--- config.mk ---
export PLATFORM = sky130hd
export DESIGN_NAME = branch_outcome_queue
export DESIGN_NICKNAME = d
export VERILOG_FILES = /design/src/rtl/branch_outcome_queue.sv
export SDC_FILE = /design/constraint.sdc
export NUM_CORES = 1
export LEC_CHECK = 0
export ABC_AREA = 1
export CORE_MARGIN = 2
export CORE_UTILIZATION = 25
export CTS_CLUSTER_DIAMETER = 40
export DETAILED_ROUTE_END_ITERATION = 6
export SETUP_SLACK_MARGIN = 0.2
export SLEW_MARGIN = 25
export SYNTH_ARGS = -nofsm -noshare
export SYNTH_HDL_FRONTEND = slang
export SYNTH_SLANG_ARGS = --single-unit
--- constraint.sdc ---
create_clock -name clk -period 2.85 [get_ports clk]
set_input_delay 0.7125 -clock clk [delete_from_list [all_inputs] [get_ports clk]]
set_output_delay 0.7125 -clock clk [all_outputs]
set_load 0.1 [all_outputs]
--- src/rtl/branch_outcome_queue.sv ---
// Branch outcome queue: decouples execute-stage branch resolution from the
// global predictor's update port, and keeps saturating branch/mispredict stats.
module branch_outcome_queue #(
    parameter int DEPTH = 4
) (
    input  logic                     clk,
    input  logic                     rst_n,
    input  logic                     enq_valid,
    input  logic [31:0]              enq_pc,
    input  logic                     enq_taken,
    input  logic                     enq_predicted,
    output logic                     enq_ready,
    input  logic                     clear,
    input  logic                     pred_stall,
    output logic                     pred_write_en,
    output logic [31:0]              pred_pc,
    output logic                     pred_taken,
    output logic                     mispredict,
    output logic [$clog2(DEPTH):0]   occupancy,
    output logic [31:0]              branch_count,
    output logic [31:0]              mispredict_count
);

    localparam int PW = $clog2(DEPTH);
    localparam int CW = PW + 1;
    localparam logic [CW-1:0] FULL_COUNT = CW'(DEPTH);

    logic [31:0]   pc_mem_q    [DEPTH];
    logic          taken_mem_q [DEPTH];

    logic [PW-1:0] head_q, head_d;
    logic [PW-1:0] tail_q, tail_d;
    logic [CW-1:0] occ_q, occ_d;
    logic [31:0]   branch_count_q, branch_count_d;
    logic [31:0]   mispredict_count_q, mispredict_count_d;
    logic          mispredict_q, mispredict_d;

    logic          accept;
    logic          pop;
    logic          is_mispredict;

    assign enq_ready     = (occ_q != FULL_COUNT) & ~clear;
    assign pred_write_en = (occ_q != '0) & ~pred_stall & ~clear;
    assign accept        = enq_valid & enq_ready;
    assign pop           = pred_write_en;
    assign is_mispredict = enq_taken ^ enq_predicted;

    assign pred_pc          = pc_mem_q[head_q];
    assign pred_taken       = taken_mem_q[head_q];
    assign mispredict       = mispredict_q;
    assign occupancy        = occ_q;
    assign branch_count     = branch_count_q;
    assign mispredict_count = mispredict_count_q;

    // Next-state for pointers, occupancy and statistics; clear wins over push and pop.
    always_comb begin
        head_d             = head_q;
        tail_d             = tail_q;
        occ_d              = occ_q;
        branch_count_d     = branch_count_q;
        mispredict_count_d = mispredict_count_q;
        mispredict_d       = accept & is_mispredict;

        if (clear) begin
            head_d = '0;
            tail_d = '0;
            occ_d  = '0;
        end else begin
            if (pop) begin
                head_d = head_q + PW'(1);
            end
            if (accept) begin
                tail_d = tail_q + PW'(1);
            end
            case ({accept, pop})
                2'b10:   occ_d = occ_q + CW'(1);
                2'b01:   occ_d = occ_q - CW'(1);
                default: occ_d = occ_q;
            endcase
        end

        if (accept && (branch_count_q != '1)) begin
            branch_count_d = branch_count_q + 32'd1;
        end
        if (accept && is_mispredict && (mispredict_count_q != '1)) begin
            mispredict_count_d = mispredict_count_q + 32'd1;
        end
    end

    // Control state register; reset discards every queued entry at once.
    always_ff @(posedge clk or negedge rst_n) begin
        if (!rst_n) begin
            head_q             <= '0;
            tail_q             <= '0;
            occ_q              <= '0;
            branch_count_q     <= '0;
            mispredict_count_q <= '0;
            mispredict_q       <= 1'b0;
        end else begin
            head_q             <= head_d;
            tail_q             <= tail_d;
            occ_q              <= occ_d;
            branch_count_q     <= branch_count_d;
            mispredict_count_q <= mispredict_count_d;
            mispredict_q       <= mispredict_d;
        end
    end

    // Entry storage is left unreset; only the pointers decide what is valid.
    always_ff @(posedge clk) begin
        if (accept) begin
            pc_mem_q[tail_q]    <= enq_pc;
            taken_mem_q[tail_q] <= enq_taken;
        end
    end

endmodule
==> metrics, run 1 <==
min Tclk post-route=2.63 ns; Hold WC Path Type=in2async; TNS Setup=0 ns; first-pass iteration count of the detailed router=5; Ant. Diodes=0; CTS root buf=clkbuf_16; CP Launch Type=register; Core Region=37,700 um^2; worst path bufs/invs=3; H-tree Lvls=2; Post-synth EDFFs=132; DP HPWL=17.4 mm; area grow syn2layout=44.3%; Max stage delay cell, worst path=dfrtp_2; drt drc=0; Final Hold Fails=0; utilization after layout=36.7%; Setup crit end=pred_pc[17]; P_leak=5.55 nW; WP data arrival=1.91 ns; Least-Margin Pin Slew=0.494 ns; CP Depth=5; Worst-path clk slew=0.04 ns; worst reg2reg path endpoint=occupancy[2]; asr flop ratio synth=35.3%; die area=39,900 um^2; Slew HR=67.0%; clk sinks=204; IO Pins=142; mean area per synthesized cell=9.27 um^2; total congestion overflow=0; Tot GR Track Use=14.0%; clock skew=0.0173 ns; CP Max Fanout=33; Final WS setup=0.224 ns; CP delay by family, top=buffers and inverters; initial antenna violation count=0; largest net degree at the start of global routing=40; CTS tree=built; fin crit share=92.2%; Die Ht=200 um; Synth top area share=41.4%; Syn Nets=1,080; most instantiated library cell after synthesis=nand2_1; status=finished, final reports clean; largest stage delay on the critical path=0.46 ns; ANT nets after route=0; R2R Setup Slk=0.77 ns; Crit Path Category=reg2out; sequential fraction of the synthesis area=60.2%; Top cell by count, worst path=buf_12; synth warn=0; Critical Path RT=2.14 ns; Slew Limit Fails=0; Synth area leader=edfxtp_1; ranking of synthesized cells by area=edfxtp_1 41%, dfrtp_1 19%, nand2_1 15%; Achievable Freq=381 MHz; via/cell ratio=4.43; DRT iter0 DRCs=365; clk_lat worst skew=0.53 ns; Final Wtd Congestion=0.883; total number of vias=7,763; Port Buffers=141; DR WL/cell=15.7 um; global-route wire length before repair=42.6 mm; cell row count=71; #FFs+latches synth=204; setup slack after placement=0.168 ns; RSZ-0062 raised after global routing=yes; main flop type after synthesis=edfxtp_1; top cells by instance count after synthesis=379 x nand2_1, 168 x nor2_1, 132 x edfxtp_1, 72 x dfrtp_1, 71 x o21ai_0; CP Cell Sequence=buf_12 -> buf_16 -> nor2_1 -> o22ai_4 -> buf_12; Max clock buf depth=3; vias in the first global route=7,648; final wirelength=27.4 mm; Finish-stage setup viols=0; launch point of the worst path=head_q[0]; R2R depth=13; nets=1,258; Max-Cap Viols=0; library cells used by synthesis=28; initial core utilization=25.4%; peak supply drop=577 uV; Mapped Area=9580 um^2; worst r2r src=occupancy[0]; share of cells above drive strength 1=20.7%; Pwr Density=974 nW/um^2; Die X=200 um; CP Capture Type=output port; Num CTS Buffers=41; cells after synthesis=1,034
==> routing by layer <==
metal / GRT usage [%] / wire length [um] / vias to the layer above
met5: 0 / 0 / -
met3: 3.38 / 1580 / 43
met2: 22.3 / 12600 / 206
met1: 18.5 / 12600 / 3722
li1: - / - / 3792
met4: 5.27 / 612 / 0
==> power by group <==
part	switching, mW	total, mW	leakage, nW	internal [mW]
Combinational	3.60	5.30	2.74	1.70
Clock	1.54	4.61	0.634	3.08
Sequential	0.172	3.56	2.18	3.39
Total	5.31	13.5	5.55	8.17
==> cells by family after synthesis <==
family          synth area share [%]
simple gates                    26.3
xor+xnor                        3.11
flops                           60.2
compound gates                  6.02
fa+ha+maj                      0.992
buf+inv                         3.37
==> cell usage in the layout, fill, tap and decap left out, types with 5 or more instances in the layout <==
cell / count
o21ai_0: 43
edfxtp_1: 132
clkbuf_1: 11
nand2_1: 379
buf_12: 46
nor2_2: 6
o22ai_4: 29
inv_2: 5
xor2_1: 17
nand3_1: 16
o21ai_1: 28
buf_4: 77
clkbuf_16: 41
dfrtp_2: 5
nor2_1: 160
inv_6: 5
nand3b_1: 27
clkdlybuf4s50_1: 37
ha_1: 6
xnor2_1: 17
dfrtp_1: 67
inv_1: 32
nor2_4: 9
nand4_1: 5
==> how the worst min path moves through the flow <==
stage	startpoint	to	slack, ns	cells after the start
4_1_cts	rst_n	branch_count[7]	0.13	1
3_5_place_dp	mispredict_count[1]	mispredict_count[1]	0.56	2
2_1_floorplan	rst_n	branch_count[0]	0.42	0
5_1_grt	rst_n	branch_count[29]	0.16	1
6_report	rst_n	branch_count[30]	0.15	1
3_3_place_gp	branch_count[30]	branch_count[30]	0.54	2
==> what timing repair did <==
| item | 4_1_cts | 5_1_grt |
|---|---|---|
| cloned | 3 | 0 |
| gates resized for setup | 26 | 18 |
| setup endpoints to repair | 33 | 22 |
| pin swaps | 0 | 1 |
| hold buffers | 0 | 0 |
| setup buffers | 4 | 0 |
==> area by class of cell <==
type | count | area (um^2)
clock inverters | 18 | 213
repair buffers | 165 | 1980
multi-input cells | 761 | 3960
well taps | 511 | 639
flip-flops and latches | 204 | 5770
fillers | 3805 | 23800
clock buffers | 55 | 1110
inverters | 39 | 154
==> flip-flops by register name (all words and copies together) (netlist names) <==
signal	cells
head_q	2
pc_mem_q	128
mispredict_count	32
occupancy	3
taken_mem_q	4
tail_q	2
mispredict	1
branch_count	32
==> per-stage QoR <==
step,cells,cell area (um^2),total power [mW],hold slack (ns)
after floorplan,1034,10000,7.00,0.417
after global placement,1673,12300,8.67,0.537
after detailed placement,1673,12300,8.71,0.556
after CTS,1753,13800,13.6,0.134
after global routing,1753,13800,14.0,0.163
final,1753,13800,13.5,0.149
Note: power is estimated with default switching activity, not from simulation.
==> run 2: changes to the inputs <==
--- a/config.mk
+++ b/config.mk
@@ -10,6 +10,7 @@
 export CORE_UTILIZATION = 25
 export CTS_CLUSTER_DIAMETER = 40
 export DETAILED_ROUTE_END_ITERATION = 6
+export PLACE_DENSITY = 0.42
 export SETUP_SLACK_MARGIN = 0.2
 export SLEW_MARGIN = 25
 export SYNTH_ARGS = -nofsm -noshare
==> constraint.sdc (replaced) <==
create_clock -name clk -period 2.8 [get_ports clk]
set_input_delay 0.7 -clock clk [delete_from_list [all_inputs] [get_ports clk]]
set_output_delay 0.7 -clock clk [all_outputs]
set_load 0.1 [all_outputs]
==> run 2 against run 1 <==
  * Critical path depth stayed put
  * Die area stayed put
  * Power is 5.6% higher
  * Critical path type unchanged
  * Largest power group unchanged
==> metrics, run 2 (synthesis results as in run 1) <==
status=finished, final reports clean; area grow syn2layout=46.1%; Max-Cap Viols=0; clk_lat worst skew=0.52 ns; via/cell ratio=4.35; Final Wtd Congestion=0.807; number of flip-flops in the largest register=128; Design Area, Final=14,000 um^2; Finish-stage setup viols=0; WP data arrival=1.90 ns; TNS Setup=0 ns; CP Cell Sequence=inv_4 -> clkbuf_16 -> nor2_1 -> o22ai_4 -> buf_12; CP delay by family, top=buffers and inverters; final wirelength=29.0 mm; RSZ-0062 raised after global routing=yes; first-pass iteration count of the detailed router=4; Fin Hold WS=0.118 ns; total congestion overflow=0; Slew Limit Fails=0; vias in the first global route=7,618; DRT iter0 DRCs=406; Final Hold Fails=0; cell row count=71; clock skew=0.00972 ns; Critical Path RT=2.10 ns; share of cells above drive strength 1=22.2%; CTS tree=built; total number of vias=7,640; fin cells=1,757; CP Max Fanout=18; DP HPWL=18.4 mm; CP Launch Type=register; fill count=3,840; clk sinks=204; IO Pins=142; Achievable Freq=385 MHz; H-tree Lvls=2; CP Capture Type=output port; Biggest register=pc_mem_q; Worst-path clk slew=0.04 ns; Num CTS Buffers=42; Port Buffers=141; Die X=200 um; drt drc=0; Die Ht=200 um; initial antenna violation count=1; initial core utilization=25.4%; worst path bufs/invs=3; Max stage delay cell, worst path=dfrtp_2; Crit Path Category=reg2out; min Tclk post-route=2.60 ns; fin crit share=92.9%; Ant. Diodes=0; P_leak=5.65 nW; most frequent cells in the layout=379 x nand2_1, 152 x nor2_1, 132 x edfxtp_1; Core Region=37,700 um^2; Pwr Density=1020 nW/um^2; peak supply drop=642 uV; DP Cell Count=1,673; DP Area=12,300 um^2; die area=39,900 um^2; global-route wire length before repair=44.5 mm; Tot GR Track Use=14.6%; largest stage delay on the critical path=0.48 ns; nets=1,259; utilization after layout=37.2%; Max clock buf depth=3; most common cell after layout, fill and taps aside=nand2_1; DR WL/cell=16.5 um; ANT nets after route=0; Slew HR=65.9%; largest net degree at the start of global routing=38; CTS root buf=clkbuf_16; Least-Margin Pin Slew=0.510 ns; Hold WC Path Type=in2async
## run 2: changes by cell type in the layout (fill, tap and decap cells not counted), sizes merged
cell,change
clkinv,+10
clkinvlp,-4
buf,-3
bufinv,+4
inv,-1
clkbuf,-2
## run 2: repair_timing
action                                 in CTS  in global routing
gates cloned                                1                  3
setup endpoints to repair                  33                 33
pin swaps                                   1                  0
buffers inserted                            1                  2
endpoints found under the hold margin       0                  0
gates resized for setup                    33                 40
hold buffers                                0                  0
## run 2: power breakdown
part           switching (mW)  total [mW]  internal, mW
logic                    3.66        5.41          1.75
clock network            1.64        5.19          3.55
registers               0.186        3.63          3.45
## run 2: worst paths after layout
check                                      from                   end  slack (ns)  cells after the start
setup / recovery                      head_q[0]           pred_pc[22]        0.20                      5
hold / removal                            rst_n      branch_count[12]        0.12                      1
setup reg to reg            mispredict_count[0]   mispredict_count[2]        0.68                     10
hold reg to reg            mispredict_count[17]  mispredict_count[17]        0.54                      2
max in group asynchronous                 rst_n  mispredict_count[21]        2.06                      2
min in group clk           mispredict_count[17]  mispredict_count[17]        0.54                      2
## run 2: cell type report
| type | count | area, um^2 | area share (%) |
|---|---|---|---|
| tap | 511 | 639 | 4.57 |
| timing repair buffer | 165 | 1970 | 14.0 |
| sequential | 204 | 5770 | 41.2 |
| multi-input combinational | 761 | 4010 | 28.6 |
| clock inverter | 27 | 355 | 2.54 |
| clock buffer | 50 | 1110 | 7.93 |
| inverter | 39 | 154 | 1.10 |
## run 2: routing by layer
layer  GRT usage (%)  vias up  wire length, um
li1                -     3789                -
met1            20.3     3628            14100
met2            22.6      169            12700
met3            3.36       52             1540
met4            4.20        2              632
met5               0        -               12
## run 2: stage by stage
| stage | power [mW] | worst slack, ns |
|---|---|---|
| 2_1_floorplan | 7.13 | 0.276 |
| 3_3_place_gp | 8.85 | 0.130 |
| 3_5_place_dp | 8.86 | 0.114 |
| 4_1_cts | 14.2 | 0.155 |
| 5_1_grt | 14.8 | 0.121 |
| 6_report | 14.2 | 0.200 |
==> run 3: changes to the inputs <==
--- a/config.mk
+++ b/config.mk
@@ -6,7 +6,6 @@
 export NUM_CORES = 1
 export LEC_CHECK = 0
 export ABC_AREA = 1
-export CORE_MARGIN = 2
 export CORE_UTILIZATION = 25
 export CTS_CLUSTER_DIAMETER = 40
 export DETAILED_ROUTE_END_ITERATION = 6
==> run 3 against run 2 <==
  * First-iteration DRC count shrank 29%
  * Highest routed layer is now met4
  * Largest power group unchanged
  * Global-route usage grew 0.70 points
  * Combinational power shrank 0.7%
==> metrics, run 3 (synthesis results as in run 1) <==
status=finished, final reports clean; Port Buffers=141; Max clock buf depth=3; CTS tree=built; peak supply drop=632 uV; worst reg2reg path endpoint=mispredict_count[25]; drt drc=0; Fin Hold WS=0.179 ns; TNS Setup=0 ns; utilization after layout=36.8%; H-tree Lvls=2; die area=39,100 um^2; Tot GR Track Use=15.3%; cell row count=71; P_leak=5.58 nW; cts hold-fix bufs=0; Critical Path RT=2.10 ns; Max-Cap Viols=0; WP data arrival=1.88 ns; Final Hold Fails=0; Core Region=37,700 um^2; area occupied by multi-input gates=3960 um^2; final wirelength=28.9 mm; Num CTS Buffers=43; total congestion overflow=0; DR WL/cell=16.5 um; CTS root buf=clkbuf_16; register area=5770 um^2; vias in the first global route=7,997; first-pass iteration count of the detailed router=4; Final Wtd Congestion=0.823; Pwr Density=997 nW/um^2; Achievable Freq=388 MHz; most frequent cells in the layout=379 x nand2_1, 163 x nor2_1, 132 x edfxtp_1; fin crit share=92.1%; min Tclk post-route=2.58 ns; DRT iter0 DRCs=290; IO Pins=142; Die Ht=198 um; setup slack after placement=0.158 ns; initial antenna violation count=0; clock skew=0.0188 ns; via/cell ratio=4.35; Biggest register=pc_mem_q; largest net degree at the start of global routing=49; ANT nets after route=0; clk_lat worst skew=0.55 ns; DP HPWL=18.2 mm; Slew HR=58.1%; R2R Setup Slk=0.73 ns; RSZ-0062 raised after global routing=yes; Least-Margin Pin Slew=0.628 ns; CP Max Fanout=48; clk sinks=204; CP Capture Type=output port; Worst-path clk slew=0.05 ns; fill count=3,851; Slew Limit Fails=0; Finish-stage setup viols=0; CP Launch Type=register; R2R depth=10; Die X=198 um; share of cells above drive strength 1=20.5%; Final WS setup=0.222 ns; global-route wire length before repair=45.5 mm; most common cell after layout, fill and taps aside=nand2_1; number of flip-flops in the largest register=128; initial core utilization=25.4%; area grow syn2layout=44.5%; worst r2r src=mispredict_count[0]; total number of vias=7,643; nets=1,260; Hold WC Path Type=in2async; Crit Path Category=reg2out; Design Power=13.8 mW
==> run 3: report_power, final <==
part	switching, mW	total (mW)	internal (mW)
registers	0.168	3.62	3.45
clock network	1.66	4.82	3.16
logic	3.66	5.37	1.71
==> run 3: routing by layer <==
metal	routed length (um)	share of wire, %	vias to the layer above	global-route usage (%)
met3	1280	4.4	52	3.27
met2	13500	47	161	25.0
li1	-	-	3804	-
met4	788	2.7	0	6.23
met1	13400	46	3626	19.6
met5	0	0	-	0
==> run 3: area by class of cell <==
class                      count  share of cell area, %
timing repair buffer         165                   14.1
clock buffer                  55                   8.24
tap                          511                   4.62
antenna                        1                 0.0181
multi-input combinational    761                   28.6
sequential                   204                   41.7
clock inverter                22                   1.67
inverter                      39                   1.11
==> run 3: how the worst max path moves through the flow <==
stage	startpoint	end	slack, ns	depth (start not counted)
finish	head_q[0]	pred_pc[26]	0.22	4
detailed placement	clear	mispredict_count[28]	0.16	9
global route	head_q[0]	pred_pc[25]	0.11	4
floorplan	occupancy[0]	occupancy[2]	0.28	13
CTS	head_q[0]	pred_pc[7]	0.16	5
global placement	clear	mispredict_count[26]	0.22	9
==> run 3: repair_timing <==
| item | in CTS | in global routing |
|---|---|---|
| buffers inserted | 0 | 1 |
| setup endpoints to repair | 33 | 33 |
| cloned | 2 | 3 |
| resized for setup | 5 | 13 |
==> run 3: per-stage QoR <==
stage | area [um^2] | cells
after floorplan | 10000 | 1034
after global placement | 12300 | 1674
after detailed placement | 12300 | 1674
after CTS | 13800 | 1753
after global routing | 13800 | 1757
final | 13800 | 1758
==> run 3: worst max-delay path, cell delays in order, from the launching register on <==
cell	delay (ns)
dfrtp_2	0.43
buf_12	0.24
o21ai_0	0.19
o22ai_4	0.22
buf_12	0.20
==> RTL edit 1, RTL diff (settings of run 1) <==
Register the outputs `pred_pc` and `pred_taken`, with the module's reset; this adds one clock of latency there. The other outputs are not delayed to match.
--- a/src/rtl/branch_outcome_queue.sv
+++ b/src/rtl/branch_outcome_queue.sv
@@ -45,8 +45,15 @@
     assign pop           = pred_write_en;
     assign is_mispredict = enq_taken ^ enq_predicted;
 
-    assign pred_pc          = pc_mem_q[head_q];
-    assign pred_taken       = taken_mem_q[head_q];
+    always_ff @(posedge clk or negedge rst_n) begin
+        if (!rst_n) begin
+            pred_pc    <= '0;
+            pred_taken <= '0;
+        end else begin
+            pred_pc    <= pc_mem_q[head_q];
+            pred_taken <= taken_mem_q[head_q];
+        end
+    end
     assign mispredict       = mispredict_q;
     assign occupancy        = occ_q;
     assign branch_count     = branch_count_q;
Behaviour: not the same (a bounded check fails within 4 cycles, from zero or initial values and one cycle with rst_n low).
==> RTL edit 1 against run 1 <==
  * Area after synthesis rose by 8.6%
  * Cell area is 0.54% higher
  * Routed wire length increased by 1.8%
  * Worst setup slack improved by 0.16 ns
  * Global-route usage shrank 0.80 points
  * Total power rose by 1.2%
  * Largest power group is now clock
  * Sequential cell count rose by 33
==> RTL edit 1: results (changes against run 1) <==
asr flop ratio synth 0.443 (+0.0901); postcts setup bufs 0 (-4); Synth area leaders edfxtp_1 (38%), dfrtp_1 (25%), nand2_1 (14%); Critical Path Source clear; post-place instance area 12300 sq um (about the same); drt total wl 27.9 mm (+1.8%); nets 1289 (+2.5%); Initial DRC Count 392 (+7.4%); crit path max fanout 4 (-88%); syn avg cell area 9.74 sq um (+5.1%); Worst IR Drop VDD 0.506 mV (-12%); first-pass GRT wire length 44.9 mm (+5.5%); LEAKAGE 5.72 nW (+3.1%); Fill cells 4192 (+10%); hold slack 0.122 ns (-0.0270 ns); met2 Usage GRT 0.216 (-0.00703); Cell variety after synth 27 (-3.6%); syn_nets 1115 (+3.2%); grt met1 use 0.163 (-0.0217); total CTS buffers 44 (+7.3%); DR pass1 iterations 4 (-1); vias in the first global route 8060 (+5.4%); final std cells w/o fill 1812 (+3.4%); crit path DAT 1.75 ns (-0.16 ns); Root Driver clkbuf_16; switch share 0.386 (-0.00754); dpl cells 1729 (+3.3%); status finished, final reports clean; vias per cell 4.36 (-1.4%); RD Place Congestion 0.886 (+0.35%); pin count of the biggest net entering global routing 68 (+70%); clock latency on the worst-skew pair 0.56 ns (+0.03 ns); share of cells above drive strength 1 0.178 (-0.0287); Post-DP HPWL 18.4 mm (+6.0%); sequential-to-total area share from yosys stat 0.633 (+0.0315); post-CTS sizing 0 (-100%); Clock Skews 0.0142 ns (-0.00306 ns); Total Routing Usage GR 0.132 (-0.00802); Worst path slowest cell clkdlybuf4s50_1
[RTL edit 1: changes by cell type after synthesis, sizes merged, moves of 2 or more]
cell	run 1	this run
dfrtp	72	105
nor2	175	178
nor3	2	0
o21ai	71	73
[RTL edit 1: metrics by stage]
| step | utilization | setup slack (ns) |
|---|---|---|
| floorplan | - | 0.277 |
| global placement | 0.301 | 0.242 |
| detailed placement | 0.301 | 0.214 |
| CTS | 0.340 | 0.311 |
| global route | 0.340 | 0.269 |
| finish | 0.340 | 0.384 |
[RTL edit 1: cells by family after synthesis]
group | share of synthesized area
flip-flops | 0.633
adder cells (fa/ha/maj) | 0.00913
AND/OR/NAND/NOR | 0.242
XOR/XNOR | 0.0286
buffers and inverters | 0.0308
AO/OA/AOI/OAI | 0.0568
[RTL edit 1: how the worst max path moves through the flow]
stage                     cells after the start                               end  slack [ns]
after floorplan                              13          occupancy[2]$_DFFE_PN0P_        0.28
after global placement                        9  mispredict_count[12]$_DFFE_PN0P_        0.24
after detailed placement                      9   mispredict_count[1]$_DFFE_PN0P_        0.21
after CTS                                     3                         enq_ready        0.31
after global routing                          5                     pred_write_en        0.27
final                                         3                         enq_ready        0.38
[RTL edit 1: per-layer routing]
metal / wire [microns] / part of all wire
met1: 12200 / 0.44
met2: 13100 / 0.47
met3: 2010 / 0.072
met4: 597 / 0.021
met5: 31 / 0.0011
[RTL edit 1: power groups by stage]
stage               sequential (W)  clock [W]  combinational (W)
detailed placement         0.00437          0            0.00397
floorplan                  0.00639          0           0.000857
CTS                        0.00432    0.00556            0.00397
global placement           0.00437          0            0.00395
global route               0.00436    0.00571            0.00415
finish                     0.00431    0.00542            0.00391
[RTL edit 1: layout make-up]
cell class | count | share of cell area
sequential | 237 | 0.474
clock inverter | 29 | 0.0267
multi-input combinational | 763 | 0.255
inverter | 39 | 0.0109
antenna | 1 | 0.000180
timing repair buffer | 158 | 0.0992
clock buffer | 53 | 0.0860
tap | 532 | 0.0479
[RTL edit 1: worst max-delay path, delay by kind of cell]
kind	cells	cell delay, ns
compound gates	1	0.30
buf+inv	2	0.74
==> RTL edit 2, RTL diff (flow settings as in run 1) <==
Without the edit above. `DEPTH`: 4 -> 8.
--- a/src/rtl/branch_outcome_queue.sv
+++ b/src/rtl/branch_outcome_queue.sv
@@ -1,7 +1,7 @@
 // Branch outcome queue: decouples execute-stage branch resolution from the
 // global predictor's update port, and keeps saturating branch/mispredict stats.
 module branch_outcome_queue #(
-    parameter int DEPTH = 4
+    parameter int DEPTH = 8
 ) (
     input  logic                     clk,
     input  logic                     rst_n,
Ports: changed (resized occupancy); port bits go from 142 to 143. No check against the original RTL was run, so the function may have changed too.
==> RTL edit 2 against run 1 <==
  * The flow now finishes with violations (setup timing)
  * Sequential cell count rose by 135
  * Area after synthesis up 58%
  * Register-to-register slack worse by 0.12 ns
  * Critical path depth increased by 3
  * Routed wire length grew 61%
  * Cell area increased by 61%
  * Via count grew 50%
  * Worst setup slack worse by 0.32 ns
  * First-iteration DRC count increased by 82%
  * Cell count up 46%
  * Total power rose by 25%
  * Global-route usage down 0.10 points
  * Highest routed layer is now met5
==> RTL edit 2: results (changes against run 1) <==
Initial DRC Count 665 (+82%); Total Routing Usage GR 0.139 (-0.00100); Post-Place Worst Slack 0.0977 ns (-0.0701 ns); Mapped Cells 1513 (+46%); Met1 Wirelength 18.6 mm (+48%); inverters 42 (+7.7%); setup_tns -1.30 ns (-1.30 ns); asr flop ratio synth 0.221 (-0.132); sequential-to-total area share from yosys stat 0.649 (+0.0475); max reg flops 256 (+100%); top routing layer in use met5; failing checks setup timing; Non-clk bufs 218 (+32%); reg2reg path depth 9 (-4); Worst IR Drop VDD 0.698 mV (+21%); Clock Skews 0.0808 ns (+0.0635 ns); worst r2r src branch_count[0]$_DFFE_PN0P_; area of the multi-input gates 6050 sq um (+53%); FF-to-FF End branch_count[15]$_DFFE_PN0P_; post-place instance area 18400 sq um (+49%); hold slack 0.140 ns (-0.00815 ns); via count 11600 (+50%); clock latency on the worst-skew pair 0.65 ns (+0.12 ns); Rel. slew slack 0.541 (-0.129); crit path DAT 2.23 ns (+0.32 ns); Setup WS post-layout -0.0926 ns (-0.316 ns); Synth top cells by count nand2_1 (470), nor2_1 (271), edfxtp_1 (264), o21ai_0 (135), dfrtp_1 (75); crit path max fanout 19 (-42%); ClkCell Share 0.0969 (+0.00136); Cell variety after synth 31 (+11%); multi-input gates 1073 (+41%); clock buffers 66 (+20%); Compound-Gate Fraction of Synth Area 0.0785 (+0.0183); Buffers on Ports 142 (+0.71%); adder-cell share of the synthesized area 0.00630 (-0.00363); met3 wire length 2.63 mm (+66%); dpl cells 2412 (+44%); status finished with violations; nets 1780 (+41%); Synth area leaders edfxtp_1 (52%), dfrtp_1 (12%), nand2_1 (12%); share of cells above drive strength 1 0.292 (+0.0855); vias per cell 4.53 (+2.2%); # setup viols final 31 (+31); crit path to pred_pc[23]; RD Place Congestion 0.879 (-0.44%)
## RTL edit 2: changes by cell type after synthesis, sizes merged, moves of 14 or more
| cell | delta |
|---|---|
| a31oi | +33 |
| o21ai | +84 |
| nor2 | +105 |
| clkbuf | +14 |
| nand2 | +92 |
| a21oi | +34 |
| edfxtp | +132 |
| o22ai | -33 |
| buf | +16 |
## RTL edit 2: power breakdown
group	switching, W	internal, W	total [W]
clock network	0.00266	0.00483	0.00749
registers	0.000160	0.00551	0.00567
logic	0.00242	0.00130	0.00372
## RTL edit 2: repair_timing
| action | CTS | global route |
|---|---|---|
| buffers inserted | 14 | 2 |
| cloned | 16 | 10 |
| pin swaps | 49 | 49 |
| hold buffers | 0 | 0 |
| endpoints found under the hold margin | 0 | 0 |
| resized for setup | 192 | 130 |
| endpoints found under the setup margin | 33 | 33 |
## RTL edit 2: per-layer routing
metal	up-vias	global-route usage
met5	-	0
met4	4	0.0472
met3	81	0.0319
met2	309	0.240
met1	5636	0.170
li1	5592	-
